## src/rtl/ntt_seq_ctrl.sv

```systemverilog
// Stage/butterfly slot sequencer for the unified Kyber/Dilithium NTT core.
// Optional inter-stage idle gap enabled by NTT_SEQ_STAGE_BUBBLE_EN.
module ntt_seq_ctrl #(
  parameter int PIPE_DEPTH = 6,
  parameter int BUBBLE_CYC = 2
) (
  input  logic       clk,
  input  logic       rst,
  input  logic       start,
  input  logic       kd_sel,
  input  logic       inv,
  input  logic       stall,
  output logic       busy,
  output logic       valid,
  output logic [2:0] p,
  output logic [6:0] k,
  output logic [6:0] j,
  output logic       KD_mode,
  output logic [3:0] Run_mode,
  output logic       stage_last,
  output logic       done
);

  localparam int CMAX = (PIPE_DEPTH > BUBBLE_CYC) ? PIPE_DEPTH : BUBBLE_CYC;
  localparam int CW = $clog2(CMAX + 1);

  typedef enum logic [2:0] {
    S_IDLE, S_RUN, S_BUBBLE, S_DRAIN, S_DONE
  } state_t;

  state_t        state, state_n;
  logic [2:0]    p_n;
  logic [6:0]    k_n, j_n;
  logic          valid_n, stage_last_n;
  logic [CW-1:0] cnt, cnt_n;
  logic          inv_q, kd_n, inv_n;
  logic          slot_end, j_end, last_stage;
  logic [3:0]    base;

  // log2 of groups per stage; Kyber packs two radix-2 layers per stage
  function automatic logic [2:0] glog(input logic kdv, input logic [2:0] pv);
    logic [2:0] r;
    r = 3'd0;
    if (kdv) begin
      r = 3'd7 - pv;
    end else begin
      case (pv)
        3'd2:    r = 3'd1;
        3'd1:    r = 3'd3;
        3'd0:    r = 3'd5;
        default: r = 3'd0;
      endcase
    end
    return r;
  endfunction

  function automatic logic [6:0] gmax(input logic kdv, input logic [2:0] pv);
    logic [7:0] g;
    g = (8'd1 << glog(kdv, pv)) - 8'd1;
    return g[6:0];
  endfunction

  function automatic logic [6:0] bmax(input logic kdv, input logic [2:0] pv);
    logic [2:0] bl;
    logic [7:0] b;
    bl = kdv ? pv : (3'd6 - glog(kdv, pv));
    b = (8'd1 << bl) - 8'd1;
    return b[6:0];
  endfunction

  function automatic logic [2:0] p_first(input logic kdv, input logic iv);
    return iv ? 3'd0 : (kdv ? 3'd7 : 3'd3);
  endfunction

  function automatic logic [2:0] p_last(input logic kdv, input logic iv);
    return iv ? (kdv ? 3'd7 : 3'd3) : 3'd0;
  endfunction

  assign j_end = (j == bmax(KD_mode, p));
  assign slot_end = j_end && (k == gmax(KD_mode, p));
  assign last_stage = (p == p_last(KD_mode, inv_q));

  always_comb begin
    state_n = state;
    p_n = p;
    k_n = k;
    j_n = j;
    valid_n = 1'b0;
    cnt_n = cnt;
    kd_n = KD_mode;
    inv_n = inv_q;
    unique case (state)
      S_IDLE: begin
        if (start) begin
          state_n = S_RUN;
          kd_n = kd_sel;
          inv_n = inv;
          p_n = p_first(kd_sel, inv);
          k_n = 7'd0;
          j_n = 7'd0;
          valid_n = 1'b1;
        end
      end
      S_RUN: begin
        // the held slot has always been issued already
        if (slot_end && last_stage) begin
          state_n = S_DRAIN;
          cnt_n = CW'(PIPE_DEPTH - 1);
        end else if (stall) begin
          valid_n = 1'b0;
        end else if (slot_end) begin
          p_n = inv_q ? p + 3'd1 : p - 3'd1;
          k_n = 7'd0;
          j_n = 7'd0;
`ifdef NTT_SEQ_STAGE_BUBBLE_EN
          state_n = S_BUBBLE;
          cnt_n = CW'(BUBBLE_CYC - 1);
`else
          valid_n = 1'b1;
`endif
        end else if (j_end) begin
          k_n = k + 7'd1;
          j_n = 7'd0;
          valid_n = 1'b1;
        end else begin
          j_n = j + 7'd1;
          valid_n = 1'b1;
        end
      end
`ifdef NTT_SEQ_STAGE_BUBBLE_EN
      S_BUBBLE: begin
        if (cnt == '0) begin
          state_n = S_RUN;
          valid_n = 1'b1;
        end else begin
          cnt_n = cnt - CW'(1);
        end
      end
`endif
      S_DRAIN: begin
        if (cnt == '0) state_n = S_DONE;
        else cnt_n = cnt - CW'(1);
      end
      S_DONE: begin
        state_n = S_IDLE;
        p_n = 3'd0;
        k_n = 7'd0;
        j_n = 7'd0;
      end
      default: state_n = S_IDLE;
    endcase
    stage_last_n = valid_n &&
                   (k_n == gmax(kd_n, p_n)) &&
                   (j_n == bmax(kd_n, p_n));
  end

  always_ff @(posedge clk or negedge rst) begin
    if (!rst) begin
      state <= S_IDLE;
      p <= 3'd0;
      k <= 7'd0;
      j <= 7'd0;
      valid <= 1'b0;
      stage_last <= 1'b0;
      cnt <= '0;
      KD_mode <= 1'b0;
      inv_q <= 1'b0;
    end else begin
      state <= state_n;
      p <= p_n;
      k <= k_n;
      j <= j_n;
      valid <= valid_n;
      stage_last <= stage_last_n;
      cnt <= cnt_n;
      KD_mode <= kd_n;
      inv_q <= inv_n;
    end
  end

  assign busy = (state != S_IDLE);
  assign done = (state == S_DONE);
  assign base = 4'd3 + (KD_mode ? 4'd2 : 4'd0) + (inv_q ? 4'd4 : 4'd0);

  always_comb begin
    Run_mode = 4'b0000;
    unique case (1'b1)
      (state == S_IDLE): Run_mode = 4'b0000;
      (state == S_DONE): Run_mode = base + 4'd1;
      default:           Run_mode = base;
    endcase
  end

endmodule
```

## config.mk

```make
export PLATFORM = sky130hd
export DESIGN_NAME = ntt_seq_ctrl
export DESIGN_NICKNAME = d
export VERILOG_FILES = /design/src/rtl/ntt_seq_ctrl.sv
export SDC_FILE = /design/constraint.sdc
export NUM_CORES = 1
export LEC_CHECK = 0
export BUFFER_PORTS_ARGS = -buffer_cell sky130_fd_sc_hd__clkbuf_2
export CAP_MARGIN = 5
export CORE_MARGIN = 3
export CORE_UTILIZATION = 65
export CTS_CLUSTER_SIZE = 25
export DETAILED_ROUTE_END_ITERATION = 16
export GPL_TIMING_DRIVEN = 0
export PLACE_DENSITY = 0.94
export SLEW_MARGIN = 5
export SYNTH_ARGS = -nofsm -noshare
export SYNTH_HDL_FRONTEND = slang
export SYNTH_SLANG_ARGS = --single-unit
```

## constraint.sdc

```tcl
create_clock -name clk -period 22.3 [get_ports clk]
set_input_delay 3.345 -clock clk [delete_from_list [all_inputs] [get_ports clk]]
set_output_delay 3.345 -clock clk [all_outputs]
set_load 0.1 [all_outputs]
```

==> results of run 1 <==
flip-flops by register name, indices dropped and copies added (netlist names):
signal and flops:
j 7, inv_q 1, state 3, KD_mode 1, p 3, cnt 3
valid 1, stage_last 1, k 7
cells by family after synthesis:
family	count (synthesis)	share of synthesized area (%)
flops	27	20.82
xor+xnor	20	5.397
compound gates	110	25.25
fa+ha+maj	27	10.41
mux	7	2.313
buf+inv	42	5.590
simple gates	183	30.22
report_power, final:
part / internal [W] / switching (W)
sequential: 0.0000552 / 0.0000102
combinational: 0.0000389 / 0.0000978
clock: 0.0000125 / 0.0000159
total: 0.000107 / 0.000124
cell usage after synthesis, types with 3 or more instances:
cell type and instances:
nand2_1 41, nand2b_1 11, nand3_1 17, nand4_1 5, mux2_2 4, inv_1 22
nor2_1 28, a211oi_1 3, o31a_1 4, a211o_1 3, or4_1 5, o21a_1 6
nor4_1 10, o21ai_0 23, a22oi_1 3, xor2_1 9, a22o_1 4, and2_1 5
o211ai_1 4, xnor2_1 11, and3_1 12, buf_2 5, mux2i_1 3, o31ai_1 5
a31o_2 3, dfrtp_1 27, and4_1 3, nor2b_1 10, or2_2 4, nor3_1 10
a21o_1 5, or3_1 11, ha_1 27, a21oi_1 16, clkbuf_1 11, a31oi_1 4
routing by layer:
layer,vias to the layer above,wire length (µm),global-route usage [%]
met5,-,0,0
met4,0,215,9.964
met2,159,4163,49.83
li1,1604,-,-
met1,1587,3574,39.85
met3,25,520,2.465
worst max-delay path, delay by kind of cell, from the launching register on:
kind            cells  cell delay, ns
simple gates       13            2.67
compound gates      7            1.88
fa+ha+maj           6            1.74
buf+inv             3            0.65
flops               1            0.57
mux                 1            0.41
xor+xnor            2            0.38
layout by cell type, fill, tap and decap left out, types with 6 or more instances in the layout:
cell	synthesis	routed
a21oi_1	16	16
and3_1	12	12
clkbuf_1	11	11
clkbuf_2	0	31
dfrtp_1	27	27
ha_1	27	27
inv_1	22	22
nand2_1	41	41
nand2b_1	11	11
nand3_1	17	17
nor2_1	28	28
nor2b_1	10	10
nor3_1	10	10
nor4_1	10	10
o21a_1	6	6
o21ai_0	23	23
or3_1	11	11
xnor2_1	11	11
xor2_1	9	9
final timing paths:
check	startpoint	to	slack (ns)
max	p[0]	stage_last	13.91
min	cnt[1]	cnt[1]	0.51
max reg2reg	p[0]	stage_last	13.91
min reg2reg	cnt[1]	cnt[1]	0.51
max in group asynchronous	rst	k[5]	18.76
min in group asynchronous	rst	j[6]	3.10
per-stage QoR:
step / instances / utilization, % / power, W / setup slack, ns
after floorplan: 416 / - / 0.0001751 / 14.39
after global placement: 514 / 72.81 / 0.0001971 / 14.28
final: 518 / 73.78 / 0.0002306 / 13.91
after detailed placement: 514 / 72.81 / 0.0002013 / 14.03
after CTS: 518 / 73.78 / 0.0002294 / 13.94
after global routing: 518 / 73.78 / 0.0002435 / 13.28
cell type report:
type / count / share of cell area (%)
plain buffers: 19 / 2.622
clock buffers: 3 / 1.169
clock inverters: 1 / 0.1417
inverters: 23 / 2.516
multi-input cells: 347 / 67.65
flip-flops and latches: 27 / 19.14
well taps: 67 / 2.374
repair buffers: 31 / 4.394
==> summary.md, run 1 <==
| Metric | Value |
|---|---|
| Area growth from synthesis to layout | 8.790% |
| Largest net degree at the start of global routing | 28 |
| Max VDD drop | 0.00005114 V |
| Die ar. | 0.005877 mm² |
| Core region area | 0.004786 mm² |
| Share of cells above drive strength 1 | 14.41% |
| CTS max path bufs | 2 |
| Total track usage | 29.55% |
| Area contributors post-synth | dfrtp_1 21%, ha_1 10%, nand2_1 4.7% |
| I/O pin cnt | 32 |
| Register area | 675.6 µm² |
| Worst reg2reg path depth | 32 |
| Final hold vios | 0 |
| WHS | 0.5127 ns |
| Outcome | finished, final reports clean |
| # fillers | 387 |
| 1st-iter DRT viols | 360 |
| Initial Utilization | 67.82% |
| Worst Skew | 0.007585 ns |
| Leading area contributor after synthesis | dfrtp_1 |
| Gpl congestion | 0.9490 |
| First-pass GRT wire length | 14680 µm |
| RSZ-0062 raised after global routing | false |
| Fmax | 0.1192 GHz |
| PD cells | 65.30 mW/mm² |
| LEAKAGE | 1.625 nW |
| Grt ovf | 0 |
| H-tree Lvls | 1 |
| CP Launch Type | flop |
| Initial antenna violation count | 0 |
| Total Wirelength | 8473 µm |
| Syn avg cell area | 7.802 µm² |
| # resized after CTS | 0 |
| CP max FO | 10 |
| Netlist cell types | 70 |
| Via density | 6.515 |
| Flops & latches, synth | 27 |
| Finish-stage setup viols | 0 |
| Setup CP Type | reg2reg |
| Worst slew pin tran | 1.048 ns |
| CP max stage cell | o31ai_1 |
| Critical path arrival | 8.61 ns |
| Hold path cells | 2 |
| Max-cap violations | 0 |
| Footprint of the multi-input gates | 0.002389 mm² |
| IO buf count | 31 |
| Post-synth net total | 449 |
| NumNets Final | 485 |
| Top FF cell, synth | dfrtp_1 |
| CTS sink cnt | 27 |
| Synth Warn # | 0 |
| Number of synthesized flops with an enable pin | 0 |
| Vias in the first global route | 3161 |
| Asr flop ratio synth | 100.0% |
| Cell area after synthesis | 0.003246 mm² |
| Total negative slack | 0 ns |
| Post-layout min period | 8.392 ns |
| Later-pin clock latency in the skew report | 0.28 ns |
| Avg WL per Cell | 16.36 µm |
| Die height | 76.66 µm |
| Crit end category | flop |
| Post-DP Area | 0.003485 mm² |
| Row count | 25 |
| Gate count of the mapped netlist | 416 |
| DR DRC count | 0 |
| Antenna viol nets, final | 0 |
| Cell mode on critical path | ha_1 |
| N_diodes | 0 |
| HP Class | reg2reg |
| Hold Buf Count CTS | 0 |
| Horiz. Die Dim | 76.66 µm |
| CTS tree | done |
| Root Driver | clkbuf_8 |
| Relative slew margins | 29.54% |
| Dpl hpwl | 6600 µm |
| Reg clk slew, reported paths | 0.10 ns |
| Vias | 3375 |
| CTS buffer count | 3 |
| Post-synthesis sequential area ratio | 20.82% |
| Final Instance Area | 0.003531 mm² |
| Post-CTS setup buffers | 0 |
| Fin crit share | 37.63% |
| Share of the synthesized area in the top cell type | 20.82% |
| Fin. max-slew vios | 0 |
| Critical Path RT | 22.52 ns |
| Slowest stage delay, CP | 0.85 ns |
| 1st-pass router iterations | 6 |
Power figures use the tool's default switching activity.
==> inputs of run 2 (changes only) <==
ABC_AREA = 1   (was default)
CORE_UTILIZATION = 55   (was 65)
PLACE_DENSITY = 0.85   (was 0.94)
clock period = 7.6 ns   (was 22.3 ns; I/O delays follow)
==> run 2 against run 1 <==
Compared with the run above:
- power increased to 5.2 times the previous value
- sequential share of layout area is 0.059 points lower
- global-route usage down 5.7 points
==> summary.md, run 2 <==
| Metric | Value |
|---|---|
| R2r startpoint | p[0] (unchanged) |
| Number of synthesized flops with an enable pin | 0 (unchanged) |
| Final hold vios | 0 (unchanged) |
| Flops & latches, synth | 27 (unchanged) |
| Hold path cells | 2 (unchanged) |
| Top FF cell, synth | dfrtp_1 (unchanged) |
| Relative slew margins | 44.67% (was 29.54%) |
| Post-synthesis sequential area ratio | 20.75% (was 20.82%) |
| Worst Skew | 0.007574 ns (was 0.007585 ns) |
| DR DRC count | 0 (unchanged) |
| CTS max path bufs | 2 (unchanged) |
| Vias in the first global route | 3279 (was 3161) |
| Antenna viol nets, final | 0 (unchanged) |
| CP max FO | 9 (was 10) |
| Netlist cell types | 39 (was 70) |
| Fin. max-slew vios | 0 (unchanged) |
| Post-synth top cells | 165 x nand2_1, 76 x inv_1, 59 x nand3_1 (was 41 x nand2_1, 28 x nor2_1, 27 x dfrtp_1, 27 x ha_1, 23 x o21ai_0) |
| CP Launch Type | flop (unchanged) |
| Crit end category | flop (unchanged) |
| Share of cells above drive strength 1 | 13.56% (was 14.41%) |
| Setup CP Type | reg2reg (unchanged) |
| CTS buffer count | 3 (unchanged) |
| Asr flop ratio synth | 100.0% (unchanged) |
| Commonest non-fill, non-tap cell in the layout | nand2_1 (unchanged) |
| Leading area contributor after synthesis | dfrtp_1 (unchanged) |
| Vias | 3456 (was 3375) |
| Outcome | finished, final reports clean (unchanged) |
| Min-delay src | cnt[1] (unchanged) |
| Critical Path RT | 7.80 ns (was 22.52 ns) |
| Critical path origin | p[0] (unchanged) |
| Synth Warn # | 0 (unchanged) |
| Max VDD drop | 0.0002599 V (was 0.00005114 V) |
| Grt ovf | 0 (unchanged) |
| Critical path arrival | 6.92 ns (was 8.61 ns) |
| 1st-pass router iterations | 4 (was 6) |
| CP max stage cell | dfrtp_1 (was o31ai_1) |
| Initial Utilization | 58.05% (was 67.82%) |
| 1st-iter DRT viols | 304 (was 360) |
| Largest net degree at the start of global routing | 28 (unchanged) |
| Total track usage | 23.89% (was 29.55%) |
| Post-synth net total | 566 (was 449) |
| Fmax | 0.1489 GHz (was 0.1192 GHz) |
| Avg WL per Cell | 12.73 µm (was 16.36 µm) |
| Reg-to-reg endpoint | stage_last (unchanged) |
| Max-cap violations | 0 (unchanged) |
| Area growth from synthesis to layout | 8.993% (was 8.790%) |
| WHS | 0.5515 ns (was 0.5127 ns) |
| IO buf count | 31 (unchanged) |
| Final Non-Filler Cells | 640 (was 518) |
| Commonest non-fill, non-tap cells in the layout | 165 x nand2_1, 75 x inv_1, 59 x nand3_1 (was 41 x nand2_1, 31 x clkbuf_2, 28 x nor2_1) |
| Worst reg2reg path depth | 47 (was 32) |
| First-pass GRT wire length | 14190 µm (was 14680 µm) |
| Core region area | 0.005608 mm² (was 0.004786 mm²) |
| Horiz. Die Dim | 82.94 µm (was 76.66 µm) |
| PD cells | 335.1 mW/mm² (was 65.30 mW/mm²) |
| Die height | 82.94 µm (was 76.66 µm) |
| Dpl hpwl | 6710 µm (was 6600 µm) |
| Placed Cells | 636 (was 514) |
| Total Wirelength | 8150 µm (was 8473 µm) |
| Row count | 27 (was 25) |
| Via density | 5.400 (was 6.515) |
| Cell mode on critical path | nand2_1 (was ha_1) |
| NumNets Final | 602 (was 485) |
| Worst slew pin tran | 0.8224 ns (was 1.048 ns) |
| Overall Power | 0.001189 W (was 0.0002306 W) |
| Area contributors post-synth | dfrtp_1 21%, nand2_1 19%, ha_1 10% (was dfrtp_1 21%, ha_1 10%, nand2_1 4.7%) |
| H-tree Lvls | 1 (unchanged) |
| CTS tree | done (unchanged) |
| LEAKAGE | 2.003 nW (was 1.625 nW) |
| HP Class | reg2reg (unchanged) |
| Slowest stage delay, CP | 0.47 ns (was 0.85 ns) |
| Most common cell in the netlist | nand2_1 (unchanged) |
| CTS sink cnt | 27 (unchanged) |
| Reg clk slew, reported paths | 0.10 ns (about the same) |
| Cell area after synthesis | 0.003256 mm² (was 0.003246 mm²) |
| Fin crit share | 88.39% (was 37.63%) |
| Hold endpoint | cnt[1] (unchanged) |
| I/O pin cnt | 32 (unchanged) |
| Gpl congestion | 0.9540 (was 0.9490) |
| Root Driver | clkbuf_8 (unchanged) |
| Largest regs | j: 7 flops, k: 7 flops (unchanged) |
| Syn avg cell area | 6.108 µm² (was 7.802 µm²) |
| RSZ-0062 raised after global routing | false (unchanged) |
| Later-pin clock latency in the skew report | 0.28 ns (about the same) |
| Total negative slack | 0 ns (unchanged) |
| Die ar. | 0.006878 mm² (was 0.005877 mm²) |
| R2R setup slack | 0.88 ns (was 13.91 ns) |
| Post-layout min period | 6.718 ns (was 8.392 ns) |
| Gate count of the mapped netlist | 533 (was 416) |
| N_diodes | 0 (unchanged) |
| Hold Buf Count CTS | 0 (unchanged) |
| Initial antenna violation count | 0 (unchanged) |
| Finish-stage setup viols | 0 (unchanged) |
| Share of the synthesized area in the top cell type | 20.75% (was 20.82%) |
[run 2: cell count changes after synthesis, moves of 8 or more]
cell,before,now
and3_1,12,0
nor2_1,28,50
or3_1,11,0
o21ai_1,1,9
inv_1,22,76
nor2b_1,10,0
nor4_1,10,2
nand2_2,0,13
nand2b_1,11,0
nand2_1,41,165
xnor2_1,11,2
nand3_1,17,59
[run 2: where the power goes]
part / switching [W] / internal, W / leakage, nW
Sequential: 0.0000477 / 0.000174 / 0.334
Clock: 0.0000461 / 0.0000368 / 0.0255
Combinational: 0.000651 / 0.000233 / 1.64
Total: 0.000745 / 0.000444 / 2.00
[run 2: worst max-delay path, delay by kind of cell (launching register included)]
kind / cells / cell delay, ns
compound gates: 3 / 0.42
buf+inv: 6 / 0.66
flops: 1 / 0.47
xor+xnor: 1 / 0.15
simple gates: 31 / 3.23
fa+ha+maj: 6 / 1.70
[run 2: cell type report]
cell class,count,area (µm²)
multi-input combinational,417,2231
fill,525,2059
sequential,27,676.9
inverter,83,311.5
timing repair buffer,31,155.1
tap,72,90.09
clock buffer,3,41.29
buffer,6,37.54
clock inverter,1,5.005
[run 2: logic make-up (layout without fill, tap and decap cells)]
kind of cell,count (synthesis),after routing,synth area share [%]
adders and majority gates,27,27,10.38
DFF,27,27,20.75
and+or+nand+nor,321,321,44.47
xor gates and xnor gates,12,12,3.228
buffers and inverters,89,124,10.72
AOI/OAI and AO/OA,57,57,10.45
[run 2: per-layer routing]
metal	global-route usage (%)	routed length, µm	up-vias	share of wire (%)
met4	11.59	267	0	3.3
met2	40.67	3893	105	48
met5	0	0	-	0
met1	30.27	3619	1555	44
li1	-	-	1773	-
met3	2.083	370	23	4.5
[run 2: per-stage QoR]
stage                     utilization [%]  cell area (µm²)  worst slack, ns
final                               63.28             3548           0.8824
after global routing                63.28             3548          0.06172
after CTS                           63.25             3547           0.8294
after detailed placement            62.43             3501           0.9008
after global placement              62.43             3501            1.059
after floorplan                         -             3256           0.9160
[run 2: worst max-delay path by stage]
stage	endpoint	slack, ns	cells past startpoint
final	stage_last	0.88	47
after detailed placement	stage_last	0.90	47
after CTS	stage_last	0.83	47
after floorplan	stage_last	0.92	47
after global routing	stage_last	0.06	47
after global placement	stage_last	1.06	47
[run 2: what timing repair did]
action	in CTS	in global routing
resized for setup	0	2
endpoints found under the setup margin	0	1
setup buffers	0	0
==> inputs of run 3 (changes only) <==
CORE_ASPECT_RATIO = 0.6   (was default)
GPL_ROUTABILITY_DRIVEN = 0   (was default)
==> run 3 against run 2 <==
Compared with the run above:
- count of clock-buffer cells in the layout stayed put
- sequential share of layout area hardly changed
- setup slack worse by 0.11 ns
- utilization is 0.20 points lower
- first-iteration DRC count is 26% higher
- largest cell class unchanged
==> summary.md, run 3 (synthesis results as in run 2) <==
| Metric | Value |
|---|---|
| RSZ-0062 raised after global routing | false (unchanged) |
| Fmax | 0.1465 GHz (was 0.1489 GHz) |
| Vias in the first global route | 3099 (was 3279) |
| CP max FO | 9 (unchanged) |
| Reg-to-reg endpoint | stage_last (unchanged) |
| Total track usage | 25.04% (was 23.89%) |
| # fillers | 505 (was 525) |
| Commonest non-fill, non-tap cell in the layout | nand2_1 (unchanged) |
| CTS buffer count | 3 (unchanged) |
| CTS max path bufs | 2 (unchanged) |
| Vias | 3522 (was 3456) |
| IO buf count | 31 (unchanged) |
| Max VDD drop | 0.0001325 V (was 0.0002599 V) |
| Worst Skew | 0.002341 ns (was 0.007574 ns) |
| Total Wirelength | 8511 µm (was 8150 µm) |
| Commonest non-fill, non-tap cells in the layout | 165 x nand2_1, 76 x inv_1, 59 x nand3_1 (was 165 x nand2_1, 75 x inv_1, 59 x nand3_1) |
| Setup CP Type | reg2reg (unchanged) |
| Initial antenna violation count | 0 (unchanged) |
| PD cells | 336.2 mW/mm² (was 335.1 mW/mm²) |
| N_diodes | 0 (unchanged) |
| Initial Utilization | 57.63% (was 58.05%) |
| Largest net degree at the start of global routing | 28 (unchanged) |
| R2R setup slack | 0.77 ns (was 0.88 ns) |
| Relative slew margins | 48.42% (was 44.67%) |
| Fin. max-slew vios | 0 (unchanged) |
| HP Class | reg2reg (unchanged) |
| Crit end category | flop (unchanged) |
| Later-pin clock latency in the skew report | 0.28 ns (about the same) |
| LEAKAGE | 2.004 nW (was 2.003 nW) |
| Core region area | 0.005649 mm² (was 0.005608 mm²) |
| Max-cap violations | 0 (unchanged) |
| Finish-stage setup viols | 0 (unchanged) |
| Finished Core Util | 63.08% (was 63.28%) |
| Fin crit share | 89.83% (was 88.39%) |
| WHS | 0.5590 ns (was 0.5515 ns) |
| Final Non-Filler Cells | 648 (was 640) |
| Via density | 5.435 (was 5.400) |
| First-pass GRT wire length | 14180 µm (was 14190 µm) |
| Dpl hpwl | 7017 µm (was 6710 µm) |
| Worst slew pin tran | 0.7667 ns (was 0.8224 ns) |
| Final hold vios | 0 (unchanged) |
| Outcome | finished, final reports clean (unchanged) |
| Die height | 65.60 µm (was 82.94 µm) |
| Root Driver | clkbuf_8 (unchanged) |
| Min-delay src | cnt[1] (unchanged) |
| H-tree Lvls | 1 (unchanged) |
| R2r startpoint | p[0] (unchanged) |
| CP Launch Type | flop (unchanged) |
| Horiz. Die Dim | 105.3 µm (was 82.94 µm) |
| NumNets Final | 602 (unchanged) |
| 1st-pass router iterations | 5 (was 4) |
| Share of cells above drive strength 1 | 13.56% (unchanged) |
| Hold endpoint | cnt[1] (unchanged) |
| Place WS | 0.7798 ns (was 0.9008 ns) |
| Slowest stage delay, CP | 0.44 ns (was 0.47 ns) |
| CP max stage cell | dfrtp_2 (was dfrtp_1) |
| Row count | 21 (was 27) |
| Die ar. | 0.006909 mm² (was 0.006878 mm²) |
| Grt ovf | 0 (unchanged) |
| Largest regs | j: 7 flops, k: 7 flops (unchanged) |
| Area growth from synthesis to layout | 9.454% (was 8.993%) |
| Placed Cells | 644 (was 636) |
| Total negative slack | 0 ns (unchanged) |
| CTS sink cnt | 27 (unchanged) |
| I/O pin cnt | 32 (unchanged) |
| Fin worst setup slack | 0.7730 ns (was 0.8824 ns) |
| Cell mode on critical path | nand2_1 (unchanged) |
| Reg clk slew, reported paths | 0.10 ns (about the same) |
| CTS tree | done (unchanged) |
| Antenna viol nets, final | 0 (unchanged) |
| Hold path cells | 2 (unchanged) |
| Post-CTS setup buffers | 0 (unchanged) |
| Post-layout min period | 6.827 ns (was 6.718 ns) |
| Avg WL per Cell | 13.13 µm (was 12.73 µm) |
| 1st-iter DRT viols | 382 (was 304) |
| Critical path arrival | 7.04 ns (was 6.92 ns) |
| DR DRC count | 0 (unchanged) |
| Critical Path RT | 7.81 ns (was 7.80 ns) |
| Worst reg2reg path depth | 47 (unchanged) |
==> run 3: changes by cell type in the layout (fill, tap and decap cells not counted) <==
cell,previous run,this run
clkinv_2,1,0
dfrtp_1,26,25
dfrtp_2,1,2
inv_1,75,76
inv_2,8,7
inv_6,0,1
==> run 3: timing repair <==
action	4_1_cts	5_1_grt
resized for setup	0	2
endpoints found under the setup margin	0	1
hold buffers	0	0
==> run 3: worst max path at each step <==
stage                             to  slack (ns)  startpoint  cells past startpoint
final                     stage_last        0.77        p[0]                     47
after global routing      stage_last        0.03        p[0]                     47
after CTS                 stage_last        0.72        p[0]                     47
after detailed placement  stage_last        0.78        p[0]                     47
after global placement    stage_last        0.99        p[0]                     47
after floorplan           stage_last        0.92        p[0]                     47
==> run 3: metal layers <==
metal	global-route usage (%)	wire length, µm
met2	40.63	3704
met1	36.11	4050
met3	3.140	679
met5	0	0
met4	4.583	76
==> run 3: through the flow <==
step	total power [W]	area [µm²]
final	0.001198	3563
after global routing	0.001306	3563
after CTS	0.001189	3561
after detailed placement	0.001101	3511
after global placement	0.001078	3511
after floorplan	0.0009352	3256
==> run 3: worst max-delay path: cells and delay by family, from the launching register on <==
| kind | cells | cell delay (ns) |
|---|---|---|
| AO/OA/AOI/OAI | 3 | 0.42 |
| AND/OR/NAND/NOR | 29 | 3.25 |
| flip-flops | 1 | 0.44 |
| adder cells (fa/ha/maj) | 6 | 1.67 |
| XOR/XNOR | 1 | 0.14 |
| buffers and inverters | 8 | 0.84 |
==> run 3: where the power goes <==
part	internal [W]	switching [W]	total (W)	leakage [nW]
combinational	0.000233	0.000657	0.000889	1.65
sequential	0.000174	0.0000479	0.000222	0.333
clock	0.0000385	0.0000481	0.0000866	0.0261
total	0.000446	0.000753	0.00120	2.00
==> run 3: area by class of cell <==
| cell class | count | area, µm² | area share (%) |
|---|---|---|---|
| multi-input combinational | 417 | 2231 | 62.61 |
| sequential | 27 | 678.2 | 19.03 |
| timing repair buffer | 31 | 155.1 | 4.354 |
| buffer | 6 | 37.54 | 1.053 |
| tap | 80 | 100.1 | 2.809 |
| clock buffer | 3 | 41.29 | 1.159 |
| clock inverter | 1 | 8.758 | 0.2458 |
| inverter | 83 | 311.5 | 8.743 |
